==> config.mk <==
export PLATFORM = sky130hd
export DESIGN_NAME = register_file_flat
export DESIGN_NICKNAME = d
export VERILOG_FILES = /design/src/rtl/register_file_if.sv /design/src/rtl/register_file.sv /design/src/flat_wrapper.sv
export SDC_FILE = /design/constraint.sdc
export NUM_CORES = 1
export LEC_CHECK = 0
export BUFFER_PORTS_ARGS = -buffer_cell sky130_fd_sc_hd__buf_2
export CAP_MARGIN = 20
export CELL_PAD_IN_SITES_DETAIL_PLACEMENT = 1
export CELL_PAD_IN_SITES_GLOBAL_PLACEMENT = 1
export CORE_AREA = 2 2 259 261
export DETAILED_ROUTE_END_ITERATION = 8
export DIE_AREA = 0 0 261 263
export HOLD_SLACK_MARGIN = 0.03
export PLACE_DENSITY_LB_ADDON = 0.25
export SYNTH_ARGS = -nofsm -noshare
export SYNTH_HDL_FRONTEND = slang
export SYNTH_SLANG_ARGS = --single-unit
==> constraint.sdc <==
create_clock -name clk -period 17.1 [get_ports clk]
set_input_delay 0 -clock clk [delete_from_list [all_inputs] [get_ports clk]]
set_output_delay 0 -clock clk [all_outputs]
set_load 0.01 [all_outputs]
==> src/rtl/register_file_if.sv <==
// Register-file bus: decoder-side addresses, write data and PC alias in,
// two read-data ports out. clk/reset stay plain ports on the register file.
interface register_file_if #(
  parameter int WIDTH  = 32,
  parameter int ADDR_W = 4
);
  logic              WE3;
  logic [ADDR_W-1:0] A1;
  logic [ADDR_W-1:0] A2;
  logic [ADDR_W-1:0] A3;
  logic [WIDTH-1:0]  WD3;
  logic [WIDTH-1:0]  R15;
  logic [WIDTH-1:0]  RD1;
  logic [WIDTH-1:0]  RD2;

  modport master (
    output WE3, A1, A2, A3, WD3, R15,
    input  RD1, RD2
  );

  modport slave (
    input  WE3, A1, A2, A3, WD3, R15,
    output RD1, RD2
  );
endinterface

==> src/rtl/register_file.sv <==
// register_file: NUM_REGS x WIDTH register file, two combinational read ports,
// one synchronous write port. Index NUM_REGS-1 is a PC alias (reads R15, no
// storage, writes dropped); indices >= NUM_REGS read 0 and ignore writes.
// Optional feature macro: REGFILE_BYPASS_EN enables write-through forwarding
// of WD3 to a read port addressing the register being written this cycle.
module register_file #(
  parameter int WIDTH    = 32,
  parameter int NUM_REGS = 16,
  parameter int ADDR_W   = 4
) (
  input logic             clk,
  input logic             reset,
  register_file_if.slave  bus
);

  // One extra bit so NUM_REGS == 2**ADDR_W still compares correctly.
  localparam logic [ADDR_W:0] PC_IDX  = (ADDR_W+1)'(NUM_REGS - 1);
  localparam logic [ADDR_W:0] NUM_IDX = (ADDR_W+1)'(NUM_REGS);

  logic [WIDTH-1:0] regs [0:NUM_REGS-2];
  logic             wr_ok;

  // Only true storage indices accept writes; the PC alias and out-of-range drop them.
  assign wr_ok = ({1'b0, bus.A3} < PC_IDX);

  function automatic logic [WIDTH-1:0] rd_sel(input logic [ADDR_W-1:0] a);
    logic [WIDTH-1:0] v;
    if ({1'b0, a} >= NUM_IDX) begin
      v = '0;
    end else if ({1'b0, a} == PC_IDX) begin
      v = bus.R15;
`ifdef REGFILE_BYPASS_EN
    end else if (bus.WE3 === 1'b1 && !reset && wr_ok && a == bus.A3) begin
      v = bus.WD3;
`endif
    end else begin
      v = regs[a];
    end
    return v;
  endfunction

  // Storage update: async clear dominates; an unknown WE3 fails the test and leaves storage intact.
  always_ff @(posedge clk or posedge reset) begin
    if (reset) begin
      for (int i = 0; i < NUM_REGS - 1; i++) begin
        regs[i] <= '0;
      end
    end else if (bus.WE3 && wr_ok) begin
      regs[bus.A3] <= bus.WD3;
    end
  end

  // Both read ports decode their address against storage, the PC alias and the range limit.
  always_comb begin
    bus.RD1 = rd_sel(bus.A1);
    bus.RD2 = rd_sel(bus.A2);
  end

`ifndef SYNTHESIS
  // Flag an unknown write enable outside reset.
  always_ff @(posedge clk) begin
    if (!reset) begin
      assert (!$isunknown(bus.WE3));
    end
  end
`endif

endmodule
==> src/flat_wrapper.sv <==
// flat-port wrapper written by rule: the top's interface ports become plain ports
module register_file_flat 
#(
  parameter int WIDTH    = 32,
  parameter int NUM_REGS = 16,
  parameter int ADDR_W   = 4
)
  (clk, reset, bus_WE3, bus_A1, bus_A2, bus_A3, bus_WD3, bus_R15, bus_RD1, bus_RD2);
  register_file_if #(.WIDTH(WIDTH), .ADDR_W(ADDR_W)) bus_i ();
  input logic clk;
  input logic reset;
  input wire logic [$bits(bus_i.WE3)-1:0] bus_WE3;
  input wire logic [$bits(bus_i.A1)-1:0] bus_A1;
  input wire logic [$bits(bus_i.A2)-1:0] bus_A2;
  input wire logic [$bits(bus_i.A3)-1:0] bus_A3;
  input wire logic [$bits(bus_i.WD3)-1:0] bus_WD3;
  input wire logic [$bits(bus_i.R15)-1:0] bus_R15;
  output wire logic [$bits(bus_i.RD1)-1:0] bus_RD1;
  output wire logic [$bits(bus_i.RD2)-1:0] bus_RD2;
  assign bus_i.WE3 = bus_WE3;
  assign bus_i.A1 = bus_A1;
  assign bus_i.A2 = bus_A2;
  assign bus_i.A3 = bus_A3;
  assign bus_i.WD3 = bus_WD3;
  assign bus_i.R15 = bus_R15;
  assign bus_RD1 = bus_i.RD1;
  assign bus_RD2 = bus_i.RD2;
  register_file #(.WIDTH(WIDTH), .NUM_REGS(NUM_REGS), .ADDR_W(ADDR_W)) u_core (.clk(clk), .reset(reset), .bus(bus_i));
endmodule
Yosys cells after proc, flatten, opt, wreduce, memory -nomap -nowiden
Index checks and enable logic that the tools add are counted.
W data, S select, Z words.
{"block": "word_totals", "register_bits": 480, "input_bits": 79, "output_inout_bits": 64, "wordCells": 38}
{"block": "classes", "n_lt_le_gt_ge": 5, "eq_ne": 2, "mux": 11, "n_bitwise": 3, "reduce_logical": 2}
{"operator": "$bwmux W480", "count": 1}
{"operator": "$bmux W32 S4", "count": 2}
{"operator": "$mux W32", "count": 7}
{"operator": "$demux W32 S4", "count": 1}
{"operator": "$ge A5 B5 Y1 const B", "count": 3}
{"operator": "$not A4 Y5", "count": 3}
{"operator": "$eq A4 B4 Y1 const B", "count": 2}
{"operator": "$lt A5 B1 Y1 const B", "count": 1}
{"operator": "$lt A4 B4 Y1 const B", "count": 1}
{"operator": "$logic_and A1 B1 Y1", "count": 2}

Longest topological paths before layout
{"block": "depth", "ltp_word": 6, "ltp_mapped": 8, "mapped_depth_nobuf": 4}

Worst setup path before layout
Ideal clock, no wire load.
{"block": "synth_path", "kind": "input to output", "start": "in bus_A1[0]", "end": "out bus_RD1[30]", "t_arrival_ns": 1.245, "required_time_ns": 17.100, "setup_slack_ns": 15.855, "stages": 6, "n_path_buf": 3, "path_cell_list": "buf_2 > buf_6 > buf_4 > mux4_2 > mux2i_1 > o211ai_1"}
{"block": "synth_via", "elab_chain_len": 5, "word_cells_on_any_way": 6, "cone_classes": "eq/ne: 1; mux: 4; bitwise: 1"}
{"element": "start, declared", "line_no": "flat_wrapper.sv:13", "text": "input wire logic [$bits(bus_i.A1)-1:0] bus_A1;"}
{"element": "$not A4 Y5 (implied by the code)", "line_no": "register_file.sv:37", "text": "v = regs[a];"}
{"element": "$bmux W32 S4", "line_no": "register_file.sv:37"}
{"element": "$mux W32 (implied by the code) (2 in a row)", "line_no": "register_file.sv:37"}
{"element": "$mux W32 (*)", "line_no": "register_file.sv:30", "text": "end else if ({1'b0, a} == PC_IDX) begin"}
{"element": "end, declared", "line_no": "flat_wrapper.sv:18", "text": "output wire logic [$bits(bus_i.RD1)-1:0] bus_RD1;"}
Every way passes the cells marked *; elsewhere a longest branch is shown, timed or not. The select of a mux whose other input is x is not followed.

Worst setup path in the final report
{"block": "layout_path", "start": "in bus_A1[0]", "end": "out bus_RD1[28]"}
The elaborated chain is that of the path after synthesis.

==> metrics <==
outcome complete, no violations; Post-Place Cells around 2700; area growth from synthesis to layout 13.1%; post-synthesis cell type count 29; Final min period approximately 3300 ps; core box area about 66000 µm²; Largest Register u_core.regs; Worst Path Arrival between 3000 and 4000 ps; Reg power frac 0.447; clock latency on the worst-skew pair between 600 and 700 ps; ys async rst share 1.00; Synth area leaders dfrtp_1 (46%), mux4_2 (17%), mux2_2 (13%); Synth Register Bits 480; most frequent cells in the layout dfrtp_1 (480), mux2_2 (310), mux4_2 (194); CP Cell Sequence clkbuf_8 > buf_4 > buf_4 > mux4_2 > o211ai_1 > o211ai_1 > buf_2; final worst slack about 14000 ps; Post-CTS Setup Repair Bufs 0; share of layout cells above drive strength 1 0.406; Synth Flop Type dfrtp_1; fmax 302 MHz; Layout Cells excl Fill 2827; worst slew pin tran ~940 ps; Fin Setup TNS 0 ps; # resized after CTS 0; die height about 260 µm; cell type with the largest total area after synthesis dfrtp_1; CP Data Required Time ~17000 ps; # rows 94; Finish-stage setup viols 0; post-route antenna net violation count 0; Sink Count between 400 and 500; Routed WL 79500 µm; Sw Ratio 0.287; initial antenna violation count 2; Clock power frac 0.322; post-synthesis sequential area ratio 0.461; pin count of the biggest net entering global routing between 150 and 200; multiplexer area fraction after synthesis 0.416; Clk pin slew, worst setup/hold paths 60 ps; Vias roughly 17000; Switch Pwr 0.00102 W; PD cells approximately 120 nW/µm²; hold crit path type input pin to async pin; Final Hold Fails 0; H-tree levels 2; Gate power share 0.231; Critical Path Source Type input pin; VDD IR max 0.0000895 V; XOR/XNOR Fraction of Synth Area 0; CTS Buffer Depth 3; crit end category output pin; Pint ~0.0025 W; first-pass GRT wire length roughly 120000 µm; fin nets around 2000; most common cell after layout, fill and taps aside dfrtp_1; skew final 0 ps; unrepaired setup endpoints after global routing false; path depth of the worst reg2reg path 1; die width 261 µm; Synth Area per Inst roughly 14 µm²; Top-Level Pins 143; 1st-pass router iterations 5; Max-cap violations 0; Rel. slew slack 0.372; Max stage delay on crit path 780 ps; simple logic cell fraction of the synthesized area 0.0196; post-cts hold buffer count 33; largest family of logic cells by synthesized area multiplexers; biggest regs u_core.regs x480; GP Congestion ~0.73; via-per-instance ratio roughly 6.1; Mapped Nets 1915; IO buf count between 100 and 150; Iteration-0 DRC Markers between 1000 and 1500; Clk Tree Root Cell clkbuf_16; drt drc 0; Die Footprint just under 70000 µm²; Crit Path Category input pin to output pin; EDFF count, synth 0; pre-CTS setup slack approximately 14000 ps; vias in the first global route approximately 19000; GRT Total Usage 0.234; Detail Placement HPWL 44800 µm; CTS tree built; Synth Area in Compound Gates 0.0635; initial core utilization 0.397; Max Transition Viols Final 0; critical-path maximum fanout 54; final period utilization 0.193; grt total ovfl 0; WHS ~93 ps; cts bufs inserted 54; Pleak ~12 nW; Syn Std Cell Area around 26000 µm²; Synth Area in Adders 0; synth warn 0; drt wl/cell 28.1 µm; Synth Instances between 1500 and 2000; max FFs per register 480; Critical-path top delay cell buf_4; Synth top area share 0.461
power by group through the flow:
stage / sequential (W) / combinational [W] / clock, W
final: 0.00160 / 0.000824 / 0.00115
after global routing: 0.00163 / 0.000891 / 0.00123
after CTS: 0.00159 / 0.000832 / 0.00118
after detailed placement: 0.00161 / 0.000822 / 0
after global placement: 0.00158 / 0.000795 / 0
after floorplan: 0.00154 / 0.000641 / 0
worst max-delay path: cells and delay by family:
| family | cells | cell delay (ps) |
|---|---|---|
| multiplexers | 1 | 590 |
| buffers and inverters | 4 | 2210 |
| AO/OA/AOI/OAI | 2 | 410 |
path summary, 6_finish.rpt:
path,start,end,slack (ps)
setup / recovery,bus_A1[0],bus_RD1[28],13790
hold reg to reg,u_core.regs[336],u_core.regs[336],510
hold / removal,reset,u_core.regs[376],90
min in group clk,bus_WD3[12],u_core.regs[44],320
setup reg to reg,u_core.regs[91],u_core.regs[91],16260
max in group asynchronous,reset,u_core.regs[6],14970
per-stage QoR:
step,instance area [µm²],util,power (W)
global placement,27300,0.416,0.00238
floorplan,26000,-,0.00218
detailed placement,27300,0.416,0.00243
global route,29400,0.449,0.00375
CTS,29400,0.448,0.00360
finish,29500,0.449,0.00357
synth_stat cells, types with 27 or more instances:
| master | instances |
|---|---|
| clkbuf_1 | 73 |
| mux2_1 | 183 |
| a21o_1 | 35 |
| buf_2 | 86 |
| mux2_2 | 310 |
| dfrtp_1 | 480 |
| mux4_2 | 194 |
| o211ai_1 | 54 |
| nor2_1 | 43 |
| o22ai_1 | 70 |
| o21ai_0 | 57 |
| o221ai_1 | 27 |
| mux2i_1 | 91 |
| nand2_1 | 51 |
cells by family (layout without fill, tap and decap cells):
family          count (synthesis)  count (layout)
mux                           778             778
flops                         480             480
compound gates                247             247
buf+inv                       214             339
simple gates                  117             117
other cells                     0               2
cell type report:
class / count / area, µm²
inverter: 23 / 93.8
clock inverter: 21 / 143
sequential: 480 / 12000
tap: 864 / 1080
antenna: 2 / 5.00
clock buffer: 78 / 1600
timing repair buffer: 217 / 1440
multi-input combinational: 1142 / 13100
fill: 6591 / 36200
layer usage:
metal / track usage / up-vias / wire length (µm)
met1: 0.302 / 9311 / 33100
met2: 0.394 / 456 / 39500
met3: 0.0373 / 173 / 3720
met5: 0 / - / 7
met4: 0.0923 / 2 / 3180
li1: - / 7215 / -
Note: power is estimated with default switching activity, not from simulation.
